[src/rtl/display_scan_ctrl_pkg.sv]
// Shared definitions for the multiplexed 7-segment scan controller:
// scan FSM state type, blanking constants and the hex glyph table.
package display_scan_ctrl_pkg;

    // Each digit slot opens with a dead-time phase, then drives its digit.
    typedef enum logic [0:0] {
        StBlank = 1'b0,
        StDrive = 1'b1
    } scan_state_e;

    // Active-low outputs: all ones means dark.
    localparam logic [6:0] SEG_BLANK = 7'b1111111;
    localparam logic [3:0] AN_OFF    = 4'b1111;

    // Active-low glyphs, bit order {g,f,e,d,c,b,a}; entry n is hex digit n.
    localparam logic [15:0][6:0] HEX_GLYPH = {
        7'b0001110,  // F
        7'b0000110,  // E
        7'b0100001,  // d
        7'b1000110,  // C
        7'b0000011,  // b
        7'b0001000,  // A
        7'b0010000,  // 9
        7'b0000000,  // 8
        7'b1111000,  // 7
        7'b0000010,  // 6
        7'b0010010,  // 5
        7'b0011001,  // 4
        7'b0110000,  // 3
        7'b0100100,  // 2
        7'b1111001,  // 1
        7'b1000000   // 0
    };

    // Glyph lookup for one hex nibble.
    function automatic logic [6:0] hex_glyph(input logic [3:0] nibble);
        return HEX_GLYPH[nibble];
    endfunction

endpackage

[src/rtl/display_scan_ctrl_scan_timer.sv]
// Scan timebase: slot cycle counter, digit index and the BLANK/DRIVE
// phase FSM. Emits a strobe on the last cycle of every slot and on the
// last cycle of the digit-3 slot (frame boundary).
module display_scan_ctrl_scan_timer
    import display_scan_ctrl_pkg::*;
#(
    parameter int unsigned SCAN_DIV  = 50000,
    parameter int unsigned BLANK_CYC = 4
) (
    input  logic        clk,
    input  logic        rst,
    output logic [1:0]  idx,
    output scan_state_e state,
    output logic        slot_wrap,
    output logic        frame_wrap
);

    localparam int unsigned CNT_W = (SCAN_DIV > 1) ? $clog2(SCAN_DIV) : 1;
    localparam logic [CNT_W-1:0] CNT_MAX   = CNT_W'(SCAN_DIV - 1);
    localparam logic [CNT_W-1:0] CNT_BLANK = CNT_W'(BLANK_CYC);

    logic [CNT_W-1:0] cnt_q, cnt_d;
    logic [1:0]       idx_q, idx_d;
    scan_state_e      state_q, state_d;

    assign slot_wrap  = (cnt_q == CNT_MAX);
    assign frame_wrap = slot_wrap && (idx_q == 2'd3);

    assign idx   = idx_q;
    assign state = state_q;

    // Slot counter wraps at SCAN_DIV-1; digit index steps on each wrap.
    always_comb begin
        cnt_d = cnt_q + 1'b1;
        idx_d = idx_q;
        if (slot_wrap) begin
            cnt_d = '0;
            idx_d = idx_q + 2'd1;
        end
    end

    // Phase FSM: enter DRIVE when the counter reaches BLANK_CYC, fall back
    // to BLANK when it restarts a slot.
    always_comb begin
        state_d = state_q;
        unique case (state_q)
            StBlank: begin
                if (cnt_d >= CNT_BLANK) begin
                    state_d = StDrive;
                end
            end
            StDrive: begin
                if (cnt_d < CNT_BLANK) begin
                    state_d = StBlank;
                end
            end
        endcase
    end

    // Timebase registers.
    always_ff @(posedge clk or posedge rst) begin
        if (rst) begin
            cnt_q   <= '0;
            idx_q   <= 2'd0;
            state_q <= StBlank;
        end else begin
            cnt_q   <= cnt_d;
            idx_q   <= idx_d;
            state_q <= state_d;
        end
    end

endmodule

[src/rtl/display_scan_ctrl.sv]
// Four-digit multiplexed 7-segment display controller.
// A loaded value is parked in a shadow register and only becomes the
// displayed (active) value at a frame boundary, so a frame never mixes
// digits of two values. an/seg/frame_start are registered.
// Optional build macro: LEADING_ZERO_BLANK_EN -- keep leading zero digits
// (all but digit 0) dark.
module display_scan_ctrl
    import display_scan_ctrl_pkg::*;
#(
    parameter int unsigned SCAN_DIV  = 50000,
    parameter int unsigned BLANK_CYC = 4
) (
    input  logic        clk,
    input  logic        rst,
    input  logic        load,
    input  logic [15:0] value_in,
    output logic        pending,
    output logic        frame_start,
    output logic [3:0]  an,
    output logic [6:0]  seg
);

    logic [1:0]  idx;
    scan_state_e state;
    logic        slot_wrap;
    logic        frame_wrap;

    logic [15:0] shadow_q, shadow_d;
    logic [15:0] active_q, active_d;
    logic        pending_q, pending_d;
    logic [3:0]  an_q, an_d;
    logic [6:0]  seg_q, seg_d;
    logic        frame_start_q, frame_start_d;

    logic [3:0]  digit_val;
    logic        digit_lit;

    display_scan_ctrl_scan_timer #(
        .SCAN_DIV  (SCAN_DIV),
        .BLANK_CYC (BLANK_CYC)
    ) u_scan_timer (
        .clk        (clk),
        .rst        (rst),
        .idx        (idx),
        .state      (state),
        .slot_wrap  (slot_wrap),
        .frame_wrap (frame_wrap)
    );

    // Only frame boundaries matter here; the per-slot strobe is not needed.
    logic unused_slot_wrap;
    assign unused_slot_wrap = slot_wrap;

    // Load lands in the shadow; the frame boundary copies shadow to active.
    // A load on the boundary cycle passes straight through to active.
    always_comb begin
        shadow_d  = shadow_q;
        active_d  = active_q;
        pending_d = pending_q;
        if (load) begin
            shadow_d  = value_in;
            pending_d = 1'b1;
        end
        if (frame_wrap) begin
            active_d  = shadow_d;
            pending_d = 1'b0;
        end
    end

    // Select the nibble of the digit currently being scanned.
    always_comb begin
        digit_val = active_q[3:0];
        unique case (idx)
            2'd0: digit_val = active_q[3:0];
            2'd1: digit_val = active_q[7:4];
            2'd2: digit_val = active_q[11:8];
            2'd3: digit_val = active_q[15:12];
        endcase
    end

`ifdef LEADING_ZERO_BLANK_EN
    // A digit is a leading zero when it and every digit above it are zero.
    always_comb begin
        digit_lit = 1'b1;
        unique case (idx)
            2'd0: digit_lit = 1'b1;
            2'd1: digit_lit = |active_q[15:4];
            2'd2: digit_lit = |active_q[15:8];
            2'd3: digit_lit = |active_q[15:12];
        endcase
    end
`else
    assign digit_lit = 1'b1;
`endif

    // Next output pattern: dark during dead time, one anode plus glyph otherwise.
    always_comb begin
        an_d          = AN_OFF;
        seg_d         = SEG_BLANK;
        frame_start_d = frame_wrap;
        if ((state == StDrive) && digit_lit) begin
            an_d[idx] = 1'b0;
            seg_d     = hex_glyph(digit_val);
        end
    end

    // Value registers and registered outputs; reset blanks immediately.
    always_ff @(posedge clk or posedge rst) begin
        if (rst) begin
            shadow_q      <= '0;
            active_q      <= '0;
            pending_q     <= 1'b0;
            an_q          <= AN_OFF;
            seg_q         <= SEG_BLANK;
            frame_start_q <= 1'b0;
        end else begin
            shadow_q      <= shadow_d;
            active_q      <= active_d;
            pending_q     <= pending_d;
            an_q          <= an_d;
            seg_q         <= seg_d;
            frame_start_q <= frame_start_d;
        end
    end

    assign pending     = pending_q;
    assign frame_start = frame_start_q;
    assign an          = an_q;
    assign seg         = seg_q;

endmodule

[config.mk]
export PLATFORM = sky130hd
export DESIGN_NAME = display_scan_ctrl
export DESIGN_NICKNAME = d
export VERILOG_FILES = /design/src/rtl/display_scan_ctrl_pkg.sv /design/src/rtl/display_scan_ctrl_scan_timer.sv /design/src/rtl/display_scan_ctrl.sv
export SDC_FILE = /design/constraint.sdc
export NUM_CORES = 1
export LEC_CHECK = 0
export CELL_PAD_IN_SITES_DETAIL_PLACEMENT = 1
export CELL_PAD_IN_SITES_GLOBAL_PLACEMENT = 2
export CORE_MARGIN = 2
export CORE_UTILIZATION = 42
export DETAILED_ROUTE_END_ITERATION = 10
export DONT_BUFFER_PORTS = 1
export PLACE_DENSITY_LB_ADDON = 0.15
export SLEW_MARGIN = 5
export SYNTH_ARGS = -nofsm -noshare
export SYNTH_HDL_FRONTEND = slang
export SYNTH_SLANG_ARGS = --single-unit
[constraint.sdc]
create_clock -name clk -period 2.9 [get_ports clk]
set_clock_uncertainty 0.1 [all_clocks]
set_input_delay 0.435 -clock clk [delete_from_list [all_inputs] [get_ports clk]]
set_output_delay 0.435 -clock clk [all_outputs]
set_load 0.005 [all_outputs]
==> flow_metrics.env, run 1 <==
export IMPL_status="finished clean"
export IMPL_routed_via_density=5.342
export IMPL_critPathSlowestCell="mux2i_2"
export IMPL_grt_total_usage_pct=16.57
export IMPL_vias=1955
export IMPL_drt_iter0_markers=48
export IMPL_critPathRequiredTime_ps=3050
export IMPL_first_global_vias=1985
export IMPL_slowest_delay_ps=690
export IMPL_slew_viol_final=0
export IMPL_synth_edf_count=0
export IMPL_wl_per_cell_um=16.06
export IMPL_path_max_fanout=16
export IMPL_wl_met1_mm=2.729
export IMPL_core_mm2=0.007176
export IMPL_slew_headroom_pct=39.35
export IMPL_syn_nets=289
export IMPL_final_common_cell="dfrtp_1"
export IMPL_yosysTopAreaCell="dfrtp_1"
export IMPL_die_w_um=89.70
export IMPL_die_area_mm2=0.008045
export IMPL_fill_cells=758
export IMPL_synth_ff_type="dfrtp_1"
export IMPL_yosysUniqueCellTypes=48
export IMPL_powerDensity_mw_per_mm2=585.5
export IMPL_arrival_ps=2710
export IMPL_syn_to_final_growth_pct=11.28
export IMPL_hold_viol=0
export IMPL_routed_top_layer="met4"
export IMPL_cp_start_kind="register"
export IMPL_hold_class="input pin to async pin"
export IMPL_clk_pin_slew_worst_paths_ps=80
export IMPL_syn_instance_count=258
export IMPL_synthDominantCellAreaShare_pct=43.00
export IMPL_drt_first_pass_iters=4
export IMPL_holdBufCountCts=0
export IMPL_final_cell_mix="dfrtp_1, mux2_2, nand2_1"
export IMPL_dieHeight_um=89.70
export IMPL_syn_area_per_cell_um2=11.95
export IMPL_synth_area_top_cells="dfrtp_1, mux2_2, dfstp_2, ha_1, mux2_1"
export IMPL_syn_area_mm2=0.003084
export IMPL_setup_worst_path_end_class="register"
export IMPL_yosys_warnings=0
export IMPL_cts_htree_levels=3
export IMPL_antenna_found_initial=0
export IMPL_tns_ps=0
export IMPL_clk_latency_ps=340
export IMPL_finalNetCount=293
export IMPL_fin_area_mm2=0.003432
export IMPL_synth_seq_cells=64
export IMPL_worstMarginPinSlew_ps=884.4
export IMPL_grt_pass1_wl_mm=10.08
export IMPL_gp_congestion=0.7704
export IMPL_start_util_pct=42.98
export IMPL_dpl_cell_area_mm2=0.003183
export IMPL_setup_violations=0
export IMPL_leakage_uw=0.001544
export IMPL_cts_setup_buffers=0
export IMPL_path_buf_inv=1
export IMPL_wl_met3_um=176
export IMPL_antenna_cells=0
export IMPL_dp_hpwl_mm=4.367
export IMPL_power_uw=2010
export IMPL_rows=31
export IMPL_routed_wl_mm=5.878
export IMPL_clockRootBuffer="clkbuf_8"
export IMPL_period_minus_slack_ps=2559
export IMPL_yosysSeqAreaShare_pct=52.37
export IMPL_critPathTopFamily="multiplexers"
export IMPL_postRouteAntennaNets=0
export IMPL_fmax_mhz=390.8
export IMPL_cts_sinks=64
export IMPL_clockBufferDepth=2
export IMPL_path_cells="inv_1 -> ha_1 -> a222oi_1 -> mux2i_2 -> mux4_2 -> nand2b_1"
export IMPL_ios=32
export IMPL_route_met2_wl_mm=2.902
export IMPL_post_route_drc_count=0
export IMPL_maxCapViolCount=0
export IMPL_critPathKind="register to register"
export IMPL_grt_max_degree=39
export IMPL_drive_above_1_share_pct=25.09
export IMPL_grt_setup_unrepaired="false"
export IMPL_ir_worst_vdd_uv=245.2
export IMPL_overflow=0
export IMPL_timing_final_crit_share_pct=88.24
export IMPL_cts_tree="yes"
export IMPL_cts_resized_gates=0
export IMPL_portBuffers=0
export IMPL_cts_buffers=9
export IMPL_async_reset_ff_share_pct=100.0
-- area by class of cell --
type                       instances  area, µm²  area share [%]
clock buffer                       9      123.9           3.609
clock inverter                     7      125.1           3.646
inverter                          12      45.04           1.312
multi-input combinational        170       1361           39.66
sequential                        64       1615           47.07
tap                               99      123.9           3.609
timing repair buffer               5      37.54           1.094
-- registers in the layout, indices dropped and copies added, names as in the netlist --
register and count:
u_scan_timer.idx 2, frame_start 1, an 4, pending 1
seg 7, u_scan_timer.cnt_q 16, u_scan_timer.state 1, active_q 16
shadow_q 16
-- report_power, final --
group	switching (µW)	total [µW]	internal (µW)
clock	371	952	582
sequential	16.3	957	941
combinational	53.1	100	47.2
total	440	2010	1570
-- stage by stage --
stage          worst slack (ps)  hold slack, ps  instances  util (%)
2_1_floorplan             508.0           277.2        258         -
3_3_place_gp              418.1           369.7        350     44.36
3_5_place_dp              363.1           370.4        350     44.36
4_1_cts                   349.0           30.73        366     47.83
5_1_grt                   200.7           49.23        366     47.83
6_report                  340.9           12.09        366     47.83
-- path summary, 6_finish.rpt --
path	start	endpoint	slack, ps	depth (start not counted)
worst max register to register	u_scan_timer.idx[0]$_DFFE_PP0N_	seg[3]$_DFF_PP1_	340	6
min in group clk	load	pending$_DFFE_PP0P_	120	2
worst min-delay path	rst	u_scan_timer.cnt_q[0]$_DFF_PP0_	10	1
max in group asynchronous	rst	seg[0]$_DFF_PP1_	1910	2
worst max-delay path	u_scan_timer.idx[0]$_DFFE_PP0N_	seg[3]$_DFF_PP1_	340	6
worst min register to register	u_scan_timer.cnt_q[0]$_DFF_PP0_	u_scan_timer.cnt_q[0]$_DFF_PP0_	380	1
-- routing by layer --
metal  GRT usage (%)  up-vias
li1                -      927
met1           21.16      985
met2           27.74       33
met3           3.382       10
met4           6.106        0
met5               0        -
-- cell usage after synthesis, types with 2 or more instances --
cell type and n:
a211oi_1 5, a21boi_0 2, a21oi_1 2, a222oi_1 4, and3_1 3, and4_1 2
buf_2 4, clkbuf_1 5, dfrtp_1 53, dfstp_2 11, ha_1 12, inv_1 12
mux2_1 8, mux2_2 27, mux2i_1 4, nand2_1 19, nand2b_1 3, nand3_1 6
nand3b_1 2, nand4_1 3, nor2_1 18, nor3_1 2, nor4_1 4, nor4b_1 3
nor4bb_1 2, o211ai_1 2, o21ai_0 6, or3_1 2, xnor2_1 6, xor2_1 8
-- cells by family (layout without fill, tap and decap cells) --
group                    after synthesis  in the layout  synth area share, %
AND/OR/NAND/NOR                       75             75                13.27
flip-flops                            64             64                52.37
multiplexers                          41             41                15.25
AO/OA/AOI/OAI                         28             28                6.775
buffers and inverters                 24             33                3.489
XOR/XNOR                              14             14                3.976
adder cells (fa/ha/maj)               12             12                4.868
Power figures use the tool's default switching activity.
==> inputs of run 2 (changes only) <==
--- a/config.mk
+++ b/config.mk
@@ -8,7 +8,7 @@
 export CELL_PAD_IN_SITES_DETAIL_PLACEMENT = 1
 export CELL_PAD_IN_SITES_GLOBAL_PLACEMENT = 2
 export CORE_MARGIN = 2
-export CORE_UTILIZATION = 42
+export CORE_UTILIZATION = 46
 export DETAILED_ROUTE_END_ITERATION = 10
 export DONT_BUFFER_PORTS = 1
 export PLACE_DENSITY_LB_ADDON = 0.15
==> constraint.sdc (replaced) <==
create_clock -name clk -period 3.1 [get_ports clk]
set_clock_uncertainty 0.1 [all_clocks]
set_input_delay 0.465 -clock clk [delete_from_list [all_inputs] [get_ports clk]]
set_output_delay 0.465 -clock clk [all_outputs]
set_load 0.005 [all_outputs]
==> run 2 against run 1 <==
  * The flow now finishes with violations (DRC)
  * Clock-buffer cell count is 1 higher
  * Highest routed layer unchanged
  * Fmax shrank 3.8%
  * Die area down 8.3%
  * Setup slack improved by 99 ps
  * Power fell by 18%
  * Critical endpoint unchanged
  * Utilization rose by 4.0 points
  * Wire length increased by 6.3%
  * Register-to-register slack gained 99 ps
==> flow_metrics.env, run 2 (synthesis gave the netlist of run 1 again) <==
export IMPL_status="finished, violations left"
export IMPL_violations="DRC"
export IMPL_cts_setup_buffers=0
export IMPL_start_util_pct=48.02
export IMPL_switching_share_pct=24.97
export IMPL_dpl_cell_area_mm2=0.003148
export IMPL_ir_worst_vdd_uv=221.6
export IMPL_final_cell_mix="dfrtp_1, mux2_2, nand2_1"
export IMPL_cts_htree_levels=3
export IMPL_reg2reg_slack_ps=440
export IMPL_hold_viol=0
export IMPL_worst_r2r_path_depth=9
export IMPL_gp_congestion=0.8037
export IMPL_dp_hpwl_mm=4.234
export IMPL_final_common_cell="dfrtp_1"
export IMPL_switchingPower_uw=411.6
export IMPL_clock_power_share_pct=40.1
export IMPL_cts_tree="yes"
export IMPL_portBuffers=0
export IMPL_fin_area_mm2=0.003329
export IMPL_r2r_start="u_scan_timer.idx[0]$_DFFE_PP0N_"
export IMPL_hold_class="input pin to async pin"
export IMPL_arrival_ps=2820
export IMPL_core_mm2=0.006422
export IMPL_powerDensity_mw_per_mm2=495.2
export IMPL_die_w_um=85.88
export IMPL_critPathKind="register to register"
export IMPL_timing_final_crit_share_pct=85.80
export IMPL_slew_headroom_pct=32.40
export IMPL_holdBufCountCts=0
export IMPL_clk_latency_ps=350
export IMPL_grt_max_degree=65
export IMPL_reg_top3="active_q (16), shadow_q (16), u_scan_timer.cnt_q (16)"
export IMPL_antenna_found_initial=0
export IMPL_power_uw=1649
export IMPL_finalNetCount=292
export IMPL_cts_buffers=9
export IMPL_cts_sinks=64
export IMPL_grt_total_usage_pct=19.27
export IMPL_tns_ps=0
export IMPL_setup_worst_path_end_class="register"
export IMPL_period_minus_slack_ps=2660
export IMPL_clk_pin_slew_worst_paths_ps=80
export IMPL_p_int_uw=1237
export IMPL_post_route_drc_count=4
export IMPL_setup_violations=0
export IMPL_vias=1979
export IMPL_power_share_combinational_pct=5.6
export IMPL_routed_via_density=5.770
export IMPL_rr_endpoint="seg[3]$_DFF_PP1_"
export IMPL_maxCapViolCount=0
export IMPL_antenna_cells=0
export IMPL_postRouteAntennaNets=0
export IMPL_fill_cells=660
export IMPL_ios=32
export IMPL_syn_to_final_growth_pct=7.951
export IMPL_cts_resized_gates=0
export IMPL_clockBufferDepth=2
export IMPL_critPathRequiredTime_ps=3260
export IMPL_grt_pass1_wl_mm=10.89
export IMPL_routed_wl_mm=6.249
export IMPL_worstMarginPinSlew_ps=985.8
export IMPL_cp_start_kind="register"
export IMPL_drt_first_pass_iters=9
export IMPL_wl_per_cell_um=18.22
export IMPL_p_seq_share_pct=54.4
export IMPL_grt_setup_unrepaired="false"
export IMPL_slew_viol_final=0
export IMPL_fmax_mhz=375.9
export IMPL_fin_hold_ws_ps=124.2
export IMPL_drive_above_1_share_pct=24.81
export IMPL_die_area_mm2=0.007375
export IMPL_path_max_fanout=6
export IMPL_overflow=0
export IMPL_drt_iter0_markers=81
export IMPL_first_global_vias=2047
export IMPL_clockRootBuffer="clkbuf_8"
export IMPL_dieHeight_um=85.88
export IMPL_leakage_uw=0.001505
export IMPL_rows=29
## run 2: cell types whose count changed in the layout (fill, tap and decap cells not counted)
cell	before	now
buf_4	5	4
clkinvlp_4	0	1
clkbuf_8	9	10
inv_6	3	1
clkinv_4	1	2
clkinv_2	0	2
bufinv_16	3	0
## run 2: final cells by class
class	instances	area, µm²	share of cell area, %
repair buffers	4	30.03	0.9019
multi-input cells	170	1361	40.89
clock inverters	6	43.79	1.315
well taps	77	96.34	2.894
inverters	12	45.04	1.353
clock buffers	10	137.6	4.134
flip-flops and latches	64	1615	48.52
## run 2: how the worst max path moves through the flow
stage | start | end | depth (start not counted)
global route | u_scan_timer.idx[0]$_DFFE_PP0N_ | seg[3]$_DFF_PP1_ | 9
floorplan | u_scan_timer.idx[0]$_DFFE_PP0N_ | seg[3]$_DFF_PP1_ | 8
finish | u_scan_timer.idx[0]$_DFFE_PP0N_ | seg[3]$_DFF_PP1_ | 9
CTS | u_scan_timer.idx[0]$_DFFE_PP0N_ | seg[3]$_DFF_PP1_ | 9
detailed placement | u_scan_timer.idx[0]$_DFFE_PP0N_ | seg[3]$_DFF_PP1_ | 9
global placement | u_scan_timer.idx[0]$_DFFE_PP0N_ | seg[3]$_DFF_PP1_ | 8
## run 2: worst max-delay path: stages (launching register included)
cell and delay [ps]:
dfrtp_1 410, inv_1 150, ha_1 290, a222oi_1 110, mux2i_1 410, inv_1 160
ha_1 330, inv_1 40, mux4_2 420, nand2b_1 150
## run 2: power groups by stage
stage | Sequential, µW | Combinational (µW) | Clock (µW)
2_1_floorplan | 906 | 78.7 | 0
6_report | 896 | 91.9 | 660
3_3_place_gp | 911 | 91.3 | 0
4_1_cts | 897 | 94.7 | 677
5_1_grt | 902 | 105 | 718
3_5_place_dp | 913 | 93.5 | 0
## run 2: stage by stage
stage               worst slack, ps  cells  utilization [%]
detailed placement            447.5    327            49.02
global placement              536.0    327            49.02
floorplan                     708.0    258                -
global route                  142.2    343            51.84
CTS                           424.5    343            51.84
finish                        440.1    343            51.84
## run 2: metal layers
layer	up-vias	wire, µm	global-route usage, %
met5	-	0	0
met1	1000	3144	27.49
met4	0	91	7.359
met2	45	2772	28.40
met3	8	241	4.716
li1	926	-	-
==> inputs of run 3 (changes only) <==
--- a/config.mk
+++ b/config.mk
@@ -11,7 +11,7 @@
 export CORE_UTILIZATION = 46
 export DETAILED_ROUTE_END_ITERATION = 10
 export DONT_BUFFER_PORTS = 1
-export PLACE_DENSITY_LB_ADDON = 0.15
+export PLACE_DENSITY_LB_ADDON = 0.1
 export SLEW_MARGIN = 5
 export SYNTH_ARGS = -nofsm -noshare
 export SYNTH_HDL_FRONTEND = slang
==> run 3 against run 2 <==
  * The run still ends with DRC left
  * Highest routed layer unchanged
  * Final cell count shrank 0.29%
  * Clock power shrank 5.0%
  * Sequential share of layout area grew 0.18 points
  * Critical path depth shrank 1
  * Largest power group unchanged
  * Clock-buffer cell count grew 1
  * Fmax is essentially flat
  * Global-route usage shrank 0.13 points
  * Sequential power is essentially flat
  * Wire length shrank 2.3%
==> flow_metrics.env, run 3 (synthesis gave the netlist of run 1 again) <==
export IMPL_status="finished, violations left"
export IMPL_violations="DRC"
export IMPL_worstMarginPinSlew_ps=900.9
export IMPL_antenna_found_initial=0
export IMPL_dp_hpwl_mm=4.260
export IMPL_fmax_mhz=375.9
export IMPL_drt_first_pass_iters=8
export IMPL_antenna_cells=0
export IMPL_path_cells="inv_1 -> ha_1 -> mux2i_1 -> inv_1 -> ha_1 -> inv_1 -> mux4_2 -> nand2b_1"
export IMPL_reg_top3="active_q (16), shadow_q (16), u_scan_timer.cnt_q (16)"
export IMPL_leakage_uw=0.001488
export IMPL_core_mm2=0.006422
export IMPL_cts_tree="yes"
export IMPL_clk_pin_slew_worst_paths_ps=70
export IMPL_fin_hold_ws_ps=163.3
export IMPL_overflow=0
export IMPL_drive_above_1_share_pct=23.77
export IMPL_grt_pass1_wl_mm=10.87
export IMPL_syn_to_final_growth_pct=7.546
export IMPL_drt_iter0_markers=112
export IMPL_dieHeight_um=85.88
export IMPL_vias=1922
export IMPL_powerDensity_mw_per_mm2=487.6
export IMPL_portBuffers=0
export IMPL_slew_viol_final=0
export IMPL_first_global_vias=2169
export IMPL_cts_setup_buffers=0
export IMPL_grt_total_usage_pct=19.15
export IMPL_dpl_cell_area_mm2=0.003133
export IMPL_maxCapViolCount=0
export IMPL_start_util_pct=48.02
export IMPL_grt_max_degree=47
export IMPL_cpMostUsedCell="inv_1"
export IMPL_cts_sinks=64
export IMPL_grt_setup_unrepaired="false"
export IMPL_finalNetCount=291
export IMPL_ios=32
export IMPL_clk_latency_ps=340
export IMPL_cts_htree_levels=3
export IMPL_critPathKind="register to register"
export IMPL_slowest_delay_ps=500
export IMPL_period_minus_slack_ps=2660
export IMPL_critPathSlowestCell="mux2i_1"
export IMPL_path_max_fanout=6
export IMPL_routed_via_density=5.620
export IMPL_fin_area_mm2=0.003317
export IMPL_hold_viol=0
export IMPL_tns_ps=0
export IMPL_final_cell_mix="dfrtp_1, mux2_2, nand2_1"
export IMPL_gp_congestion=0.7810
export IMPL_slew_headroom_pct=38.22
export IMPL_wl_per_cell_um=17.86
export IMPL_timing_final_crit_share_pct=85.81
export IMPL_postRouteAntennaNets=0
export IMPL_final_common_cell="dfrtp_1"
export IMPL_ir_worst_vdd_uv=222.1
export IMPL_hold_class="input pin to register"
export IMPL_critPathRequiredTime_ps=3270
export IMPL_post_route_drc_count=3
export IMPL_routed_wl_mm=6.108
export IMPL_die_area_mm2=0.007375
export IMPL_cts_buffers=9
export IMPL_cp_start_kind="register"
export IMPL_die_w_um=85.88
export IMPL_clockRootBuffer="clkbuf_8"
export IMPL_clockBufferDepth=2
export IMPL_setup_violations=0
export IMPL_arrival_ps=2830
export IMPL_setup_worst_path_end_class="register"
export IMPL_rows=29
## run 3: path summary, 6_finish.rpt
path	start	slack, ps	cells after the start	end
max in group asynchronous	rst	1470	3	seg[0]$_DFF_PP1_
min in group asynchronous	rst	500	2	pending$_DFFE_PP0P_
max	u_scan_timer.idx[0]$_DFFE_PP0N_	440	8	seg[3]$_DFF_PP1_
min	load	160	2	pending$_DFFE_PP0P_
min reg2reg	u_scan_timer.cnt_q[0]$_DFF_PP0_	390	1	u_scan_timer.cnt_q[0]$_DFF_PP0_
max reg2reg	u_scan_timer.idx[0]$_DFFE_PP0N_	440	8	seg[3]$_DFF_PP1_
## run 3: per-layer routing
metal	wire length, µm	GRT usage [%]	vias to the layer above
met3	140	3.754	11
met4	119	9.091	0
met2	2889	29.67	32
li1	-	-	923
met1	2959	25.86	956
met5	0	0	-
## run 3: area by class of cell
class / count / area, µm²
multi-input cells: 170 / 1361
clock inverters: 5 / 32.53
repair buffers: 3 / 25.02
flip-flops and latches: 64 / 1615
clock buffers: 11 / 141.4
inverters: 12 / 45.04
fillers: 665 / 3105
well taps: 77 / 96.34
## run 3: through the flow
stage / util, % / instances / worst slack [ps] / total power (µW)
global route: 51.65 / 342 / 241.9 / 1696
finish: 51.65 / 342 / 439.9 / 1617
detailed placement: 48.78 / 325 / 424.1 / 1007
global placement: 48.78 / 325 / 553.7 / 1003
floorplan: - / 258 / 708.0 / 984.7
CTS: 51.65 / 342 / 414.4 / 1647
## run 3: power breakdown
group | switching, µW | total, µW | internal, µW
clock network | 319 | 627 | 309
logic | 49.4 | 92.6 | 43.2
registers | 16.5 | 897 | 881
## run 3: worst max-delay path: cells and delay by family, from the launching register on
| family | cells | cell delay, ps |
|---|---|---|
| buffers and inverters | 3 | 360 |
| and+or+nand+nor | 1 | 150 |
| adders and majority gates | 2 | 650 |
| muxes | 2 | 930 |
| DFF | 1 | 400 |
## run 3: what timing repair did
action,4_1_cts,5_1_grt
gates resized for setup,0,0
hold buffers,1,0
hold endpoints to repair,16,0
